[config.mk]
export PLATFORM = sky130hd
export DESIGN_NAME = seg7_scan_decoder
export DESIGN_NICKNAME = d
export VERILOG_FILES = /design/src/rtl/seg7_pkg.sv /design/src/rtl/seg7_pat_decode.sv /design/src/rtl/seg7_scan_decoder.sv
export SDC_FILE = /design/constraint.sdc
export NUM_CORES = 1
export LEC_CHECK = 0
export ABC_AREA = 1
export CAP_MARGIN = 0
export CORE_ASPECT_RATIO = 0.8
export CORE_MARGIN = 4
export CORE_UTILIZATION = 35
export DETAILED_ROUTE_END_ITERATION = 8
export PLACE_DENSITY = 0.57
export SKIP_CTS_REPAIR_TIMING = 1
export SLEW_MARGIN = 20
export SYNTH_ARGS = -nofsm -noshare
export SYNTH_HDL_FRONTEND = slang
export SYNTH_SLANG_ARGS = --single-unit
[constraint.sdc]
create_clock -name clk -period 3.3 [get_ports clk]
set_clock_uncertainty 0.05 [all_clocks]
set_input_delay 0.66 -clock clk [delete_from_list [all_inputs] [get_ports clk]]
set_output_delay 0.66 -clock clk [all_outputs]
set_load 0.05 [all_outputs]
[src/rtl/seg7_pkg.sv]
// Shared definitions for the seven-segment scan decoder: segment patterns
// (p = ~seg_h, bit0=a .. bit6=g), digit count, FSM states and decode payload.
package seg7_pkg;

  localparam int unsigned NUM_DIGITS = 8;
  localparam int unsigned SEG_W      = 7;
  localparam int unsigned NIB_W      = 4;
  localparam int unsigned DIGIT_W    = 3;
  localparam int unsigned SAMPLE_W   = NUM_DIGITS + 1 + SEG_W;
  localparam int unsigned FRAME_W    = NUM_DIGITS * NIB_W;
  localparam int unsigned CNT_W      = 8;

  localparam logic [SEG_W-1:0] PAT_0     = 7'h3F;
  localparam logic [SEG_W-1:0] PAT_1     = 7'h06;
  localparam logic [SEG_W-1:0] PAT_2     = 7'h5B;
  localparam logic [SEG_W-1:0] PAT_3     = 7'h4F;
  localparam logic [SEG_W-1:0] PAT_4     = 7'h66;
  localparam logic [SEG_W-1:0] PAT_5     = 7'h6D;
  localparam logic [SEG_W-1:0] PAT_6     = 7'h7D;
  localparam logic [SEG_W-1:0] PAT_7     = 7'h07;
  localparam logic [SEG_W-1:0] PAT_8     = 7'h7F;
  localparam logic [SEG_W-1:0] PAT_9     = 7'h6F;
  localparam logic [SEG_W-1:0] PAT_A     = 7'h77;
  localparam logic [SEG_W-1:0] PAT_B     = 7'h7C;
  localparam logic [SEG_W-1:0] PAT_C     = 7'h39;
  localparam logic [SEG_W-1:0] PAT_D     = 7'h5E;
  localparam logic [SEG_W-1:0] PAT_E     = 7'h79;
  localparam logic [SEG_W-1:0] PAT_F     = 7'h71;
  localparam logic [SEG_W-1:0] PAT_BLANK = 7'h00;

  typedef enum logic [1:0] {
    ST_SYNC    = 2'd0,
    ST_COLLECT = 2'd1,
    ST_EMIT    = 2'd2
  } state_t;

  // Decoded digit: nibble value, pattern recognised, all segments off
  typedef struct packed {
    logic [NIB_W-1:0] nibble;
    logic             valid;
    logic             blank;
  } dec_t;

endpackage

[src/rtl/seg7_pat_decode.sv]
// Combinational segment-pattern decoder.
//   p      : lit segments (active-high), bit0=a .. bit6=g
//   dec_c  : {nibble, valid, blank}; blank counts as valid, unknown -> nibble 0
module seg7_pat_decode
  import seg7_pkg::*;
(
  input  logic [SEG_W-1:0] p,
  output dec_t             dec_c
);

  always_comb begin
    dec_c.nibble = '0;
    dec_c.valid  = 1'b1;
    dec_c.blank  = 1'b0;
    case (p)
      PAT_0:     dec_c.nibble = 4'h0;
      PAT_1:     dec_c.nibble = 4'h1;
      PAT_2:     dec_c.nibble = 4'h2;
      PAT_3:     dec_c.nibble = 4'h3;
      PAT_4:     dec_c.nibble = 4'h4;
      PAT_5:     dec_c.nibble = 4'h5;
      PAT_6:     dec_c.nibble = 4'h6;
      PAT_7:     dec_c.nibble = 4'h7;
      PAT_8:     dec_c.nibble = 4'h8;
      PAT_9:     dec_c.nibble = 4'h9;
      PAT_A:     dec_c.nibble = 4'hA;
      PAT_B:     dec_c.nibble = 4'hB;
      PAT_C:     dec_c.nibble = 4'hC;
      PAT_D:     dec_c.nibble = 4'hD;
      PAT_E:     dec_c.nibble = 4'hE;
      PAT_F:     dec_c.nibble = 4'hF;
      PAT_BLANK: dec_c.blank  = 1'b1;
      default:   dec_c.valid  = 1'b0;
    endcase
  end

endmodule

[src/rtl/seg7_scan_decoder.sv]
// Recovers multiplexed 8-digit seven-segment display content into frames.
//   clk, rst     : clock, synchronous active-high reset
//   seg_h        : active-low segments (bit0=a .. bit6=g)
//   seg_dp       : active-low decimal point
//   seg_an       : active-low digit enables
//   frame_value  : assembled nibbles, digit i at [4i+3:4i]
//   frame_dp     : decimal point lit per digit
//   frame_blank  : digit had all segments off
//   frame_err    : frame contained an undecodable pattern
//   frame_valid  : one-cycle pulse when frame_* update
//   drop_cnt     : saturating count of frames aborted by out-of-order digits
module seg7_scan_decoder
  import seg7_pkg::*;
#(
  parameter int unsigned STABLE_CYCLES = 4
) (
  input  logic                  clk,
  input  logic                  rst,
  input  logic [SEG_W-1:0]      seg_h,
  input  logic                  seg_dp,
  input  logic [NUM_DIGITS-1:0] seg_an,
  output logic [FRAME_W-1:0]    frame_value,
  output logic [NUM_DIGITS-1:0] frame_dp,
  output logic [NUM_DIGITS-1:0] frame_blank,
  output logic                  frame_err,
  output logic                  frame_valid,
  output logic [CNT_W-1:0]      drop_cnt
);

  localparam logic [CNT_W-1:0]   STAB_MAX  = CNT_W'(STABLE_CYCLES - 1);
  localparam logic [CNT_W-1:0]   STAB_PRE  = CNT_W'(STABLE_CYCLES - 2);
  localparam logic [DIGIT_W-1:0] LAST_DIG  = DIGIT_W'(NUM_DIGITS - 1);

  logic [SAMPLE_W-1:0]   sync1_q, sync2_q, prev_q;
  logic [CNT_W-1:0]      stab_q;
  logic                  same_c, one_hot_c, capture_c;
  logic [NUM_DIGITS-1:0] an_sel_c;
  logic [DIGIT_W-1:0]    digit_c;
  dec_t                  dec_c;

  state_t                state_q, state_d;
  logic [DIGIT_W-1:0]    expect_q, expect_d;
  logic [FRAME_W-1:0]    val_q, val_d;
  logic [NUM_DIGITS-1:0] dp_q, dp_d;
  logic [NUM_DIGITS-1:0] blank_q, blank_d;
  logic                  err_q, err_d;
  logic [CNT_W-1:0]      drop_d;
  logic                  start_c, store_c, load_c;

  // Two-flop synchronizer, previous-sample register and stability counter
  always_ff @(posedge clk) begin
    if (rst) begin
      sync1_q <= '0;
      sync2_q <= '0;
      prev_q  <= '0;
      stab_q  <= '0;
    end else begin
      sync1_q <= {seg_an, seg_dp, seg_h};
      sync2_q <= sync1_q;
      prev_q  <= sync2_q;
      if (!same_c)              stab_q <= '0;
      else if (stab_q != STAB_MAX) stab_q <= stab_q + CNT_W'(1);
    end
  end

  assign same_c    = (sync2_q == prev_q);
  assign an_sel_c  = ~sync2_q[SAMPLE_W-1 -: NUM_DIGITS];
  assign one_hot_c = (an_sel_c != '0) && ((an_sel_c & (an_sel_c - NUM_DIGITS'(1))) == '0);
  // Fires in the cycle the counter steps onto its saturation value, so once per window
  assign capture_c = same_c && (stab_q == STAB_PRE) && one_hot_c;

  // Selected digit index from the one-hot enable
  always_comb begin
    digit_c = '0;
    for (int i = 0; i < NUM_DIGITS; i++) begin
      if (an_sel_c[i]) digit_c = DIGIT_W'(i);
    end
  end

  seg7_pat_decode u_dec (
    .p     (~sync2_q[SEG_W-1:0]),
    .dec_c (dec_c)
  );

  // Next-state, accumulator and counter logic
  always_comb begin
    state_d  = state_q;
    expect_d = expect_q;
    val_d    = val_q;
    dp_d     = dp_q;
    blank_d  = blank_q;
    err_d    = err_q;
    drop_d   = drop_cnt;
    start_c  = 1'b0;
    store_c  = 1'b0;
    load_c   = 1'b0;

    case (state_q)
      ST_COLLECT: begin
        if (capture_c) begin
          if (digit_c == expect_q) begin
            store_c = 1'b1;
            if (expect_q == LAST_DIG) begin
              state_d = ST_EMIT;
              load_c  = 1'b1;
            end else begin
              expect_d = expect_q + DIGIT_W'(1);
            end
          end else begin
            if (drop_cnt != '1) drop_d = drop_cnt + CNT_W'(1);
            if (digit_c == '0) begin
              start_c  = 1'b1;
              expect_d = DIGIT_W'(1);
            end else begin
              state_d = ST_SYNC;
            end
          end
        end
      end
      // SYNC and the single EMIT cycle share the same capture handling
      default: begin
        state_d = ST_SYNC;
        if (capture_c && digit_c == '0) begin
          start_c  = 1'b1;
          expect_d = DIGIT_W'(1);
          state_d  = ST_COLLECT;
        end
      end
    endcase

    if (start_c) begin
      val_d   = '0;
      dp_d    = '0;
      blank_d = '0;
      err_d   = 1'b0;
    end
    if (start_c || store_c) begin
      val_d[{digit_c, 2'b00} +: NIB_W] = dec_c.nibble;
      dp_d[digit_c]    = ~sync2_q[SEG_W];
      blank_d[digit_c] = dec_c.blank;
      err_d            = err_d | ~dec_c.valid;
    end
  end

  // State, accumulators and registered outputs
  always_ff @(posedge clk) begin
    if (rst) begin
      state_q     <= ST_SYNC;
      expect_q    <= '0;
      val_q       <= '0;
      dp_q        <= '0;
      blank_q     <= '0;
      err_q       <= 1'b0;
      drop_cnt    <= '0;
      frame_value <= '0;
      frame_dp    <= '0;
      frame_blank <= '0;
      frame_err   <= 1'b0;
      frame_valid <= 1'b0;
    end else begin
      state_q     <= state_d;
      expect_q    <= expect_d;
      val_q       <= val_d;
      dp_q        <= dp_d;
      blank_q     <= blank_d;
      err_q       <= err_d;
      drop_cnt    <= drop_d;
      frame_valid <= load_c;
      if (load_c) begin
        frame_value <= val_d;
        frame_dp    <= dp_d;
        frame_blank <= blank_d;
        frame_err   <= err_d;
      end
    end
  end

endmodule

==> results <==
- The slowest cell on the critical path is dfxtp_1.
- The filler cells instantiated in the layout total 2130.
- For this design the top-level I/O count stands at 76.
- The maximum number of pins on one net before global-route repair is 64.
- The die is 139 um tall.
- On the worst path, the slowest cell contributes a delay of 0.42 ns.
- The final count of pins violating max slew came to 0.
- The sum of met2 wire segment lengths after detailed routing is 7090 um.
- The worst slack at placement is 0.342 ns.
- Synthesis produced 1043 cells.
- The fraction of layout instances using a drive strength above 1 is 0.0510.
- The count of standard-cell rows is 47.
- The final period demand of the worst path is 2.98 ns.
- The worst setup slack after layout is 0.317 ns.
- TritonCTS built the clock tree.
- The portion of the post-synthesis area used by sequential elements is 0.446.
- During synthesis, Yosys emitted a total of 0 warnings.
- The first global-routing pass estimated 30300 um of wire.
- Across the VDD grid, the largest voltage drop is 0.262 mV.
- The initial core utilization is 0.360.
- The clock network power share is 0.485.
- The relative slew slack is 0.541.
- The count of cell types in the netlist is 33.
- The highest signal layer in the routed design is met4.
- The peak clock frequency supported by timing is 335 MHz.
- The via count of the first global-routing pass is 5938.
- The number of nets in the synthesized netlist is 1071.
- The die covers 24000 um^2.
- Of the available clock period, the critical path in the final layout requires 0.904.
- The final net count is 1135.
- The post-detailed-route wirelength per cell is 13.0 um.
- The met1 wire length is 9680 um.
- The power dissipated by switching net loads is 0.951 mW.
- Of the total power, the share spent switching nets is 0.219.
- The slew of the pin with the lowest slew margin is 0.687 ns.
- The number of buffers added on ports is 75.
- Setup total negative slack on the finished layout was measured at 0 ns.
- The maximum number of buffers from clock root to sink is 2.
- The tightest min-delay check is of the flip-flop to flip-flop type.
- The detailed-router iteration count before antenna repair is 5.
- Clock latency on the worst-skew pair, taken at its later pin, is 0.43 ns.
- The die is 172 um wide.
- The critical path's top delay family is simple AND/OR/NAND/NOR gates.
- The critical path goes through inv_2 -> nor2_1 -> inv_1 -> nand2_2 -> ha_1 -> ha_1 -> clkinv_1 -> a21oi_4 -> buf_4 -> nand3_1 -> nand2_1 -> nand3_1 -> nand2_1 -> inv_1.
- The required time of the critical path is 3.58 ns.
- The total design power is 4.34 mW.
- Once detail routing completed, the nets flagged for antenna violations numbered 0.
- Setup repair after global routing left no endpoint under its margin.
- The clock input transition at the sequential cells of the worst setup and hold paths is 0.06 ns.
- The number of antenna violations at the first check in global routing came to 0.
- Together, buffers and inverters on the worst path number 5.
- The placer congestion estimate is 0.895.
- The combined area of all synthesized cells is 7540 um^2.
- The launching element type of the critical path is a flip-flop.
- The overall routing resource usage is 0.155.
- The number of buffers created by CTS is 17.
- The CTS root buffer is clkbuf_16.
- The share of total power dissipated in combinational logic is 0.038.
- The detail-routed via count per cell is 4.74.
- The via count is 6573.
- The clock tree synthesis step divided the H-tree into 4 levels.
- The mean post-synth cell area is 7.23 um^2.
- CTS saw 168 sinks.
- The core region is 20900 um^2.
- The final routed DRC violation total is 0.
- The final hold violation count is 0.
- The run finished with clean final reports.
- Detailed placement ended at an HPWL of 12700 um.
- The sequential group share of total power is 0.477.
- The number of violations reported at the end of detailed-routing iteration 0 is 533.
- The internal power contribution is 3.39 mW.
- The routed wire length is 18000 um.
- Setup slack on the worst reg-to-reg path comes out at 0.32 ns.
- The area growth from synthesis to layout is 21.6%.
- STA classifies the critical path endpoint as a flip-flop.
- The global-route congestion overflow total is 0.
- In this run, synthesis produced a sequential element count of 168.
- Detailed routing placed a total of 1080 um of wire on met3.
- The number of setup violations in the final report is 0.
- The endpoint arrival time on the critical path is 3.26 ns.
- The static leakage is 3.91 nW.
- By startpoint and endpoint, the worst setup path is classified as flip-flop to flip-flop.
- The maximum fanout along the worst path is 24.
- The antenna cell count is 0.
- The ratio of total power to cell area is 474 nW/um^2.
- Across the run, the number of max-cap violations was 0.
## placed cells by master (no fill, tap or decap), types with 10 or more instances in the layout
cell | synthesis | layout
nand3_1 | 154 | 154
buf_4 | 6 | 11
xor2_1 | 13 | 13
nand2_1 | 188 | 188
clkbuf_16 | 0 | 17
nor2_1 | 121 | 121
ha_1 | 10 | 10
o21a_1 | 50 | 50
clkdlybuf4s50_1 | 0 | 74
dfxtp_1 | 168 | 168
nand4_1 | 21 | 21
a21oi_1 | 65 | 64
nor3_1 | 25 | 25
inv_1 | 147 | 147
## area by class of cell
cell class | count | area (um^2) | area share
clock buffers | 19 | 443 | 0.0483
inverters | 154 | 578 | 0.0631
clock inverters | 11 | 174 | 0.0190
well taps | 269 | 337 | 0.0367
multi-input cells | 678 | 3390 | 0.370
repair buffers | 88 | 883 | 0.0964
flip-flops and latches | 168 | 3360 | 0.367
## metrics by stage
step | util | hold slack, ns | cell area (um^2) | cells
final | 0.438 | 0.353 | 9170 | 1387
after CTS | 0.438 | 0.355 | 9170 | 1387
after floorplan | - | 0.338 | 7540 | 1043
after global placement | 0.408 | 0.342 | 8550 | 1357
after global routing | 0.438 | 0.369 | 9170 | 1387
after detailed placement | 0.408 | 0.346 | 8550 | 1357
## synthesized netlist by cell type (all sizes together)
cell	n	area, um^2
nand2	191	724
dfxtp	168	3360
nand3	155	788
inv	151	567
nor2	125	499
a21oi	65	325
o21a	50	375
nor3	25	125
clkbuf	22	82.6
nand4	22	144
buf	21	136
xor2	13	114
ha	10	125
nand3b	4	30.0
nor3b	4	30.0
o21ai	4	20.0
clkinv	3	11.3
xnor2	3	26.3
a21boi	1	7.51
a31oi	1	6.26
and2	1	6.26
and3	1	6.26
mux2i	1	10.0
nor4	1	6.26
o22ai	1	6.26
## power by group through the flow
stage	Clock [mW]	Combinational (mW)	Sequential, mW
2_1_floorplan	0	0.113	2.11
3_3_place_gp	0	0.168	2.11
3_5_place_dp	0	0.168	2.11
4_1_cts	2.15	0.169	2.07
5_1_grt	2.24	0.190	2.07
6_report	2.11	0.167	2.07
## logic make-up after synthesis
family	count (synthesis)	synth area share
buffers and inverters	197	0.106
multiplexers	1	0.00133
AO/OA/AOI/OAI	122	0.0983
AND/OR/NAND/NOR	529	0.313
adder cells (fa/ha/maj)	10	0.0166
XOR/XNOR	16	0.0186
flip-flops	168	0.446
## path summary, 6_finish.rpt
check | start | endpoint | depth (start not counted)
worst max-delay path | sync2_q[15] | frame_dp[4] | 14
worst min-delay path | sync1_q[8] | sync2_q[8] | 2
worst max register to register | sync2_q[15] | frame_dp[4] | 14
worst min register to register | sync1_q[8] | sync2_q[8] | 2
## worst register-to-register path, delay by kind of cell (launching register included)
family                   cells  cell delay, ns
adder cells (fa/ha/maj)      2            0.39
buffers and inverters        5            0.83
AND/OR/NAND/NOR              6            0.91
flip-flops                   1            0.42
AO/OA/AOI/OAI                1            0.27
## layer usage
layer,vias up,track usage
li1,3472,-
met1,2932,0.243
met2,155,0.210
met3,14,0.0369
met4,0,0.0405
met5,-,0
## registers in the layout (all words and copies together), names as in the netlist, 16 cells and up
| signal | flops |
|---|---|
| frame_value | 32 |
| val_q | 32 |
| sync1_q | 16 |
| prev_q | 16 |
| sync2_q | 16 |
Note: power is estimated with default switching activity, not from simulation.
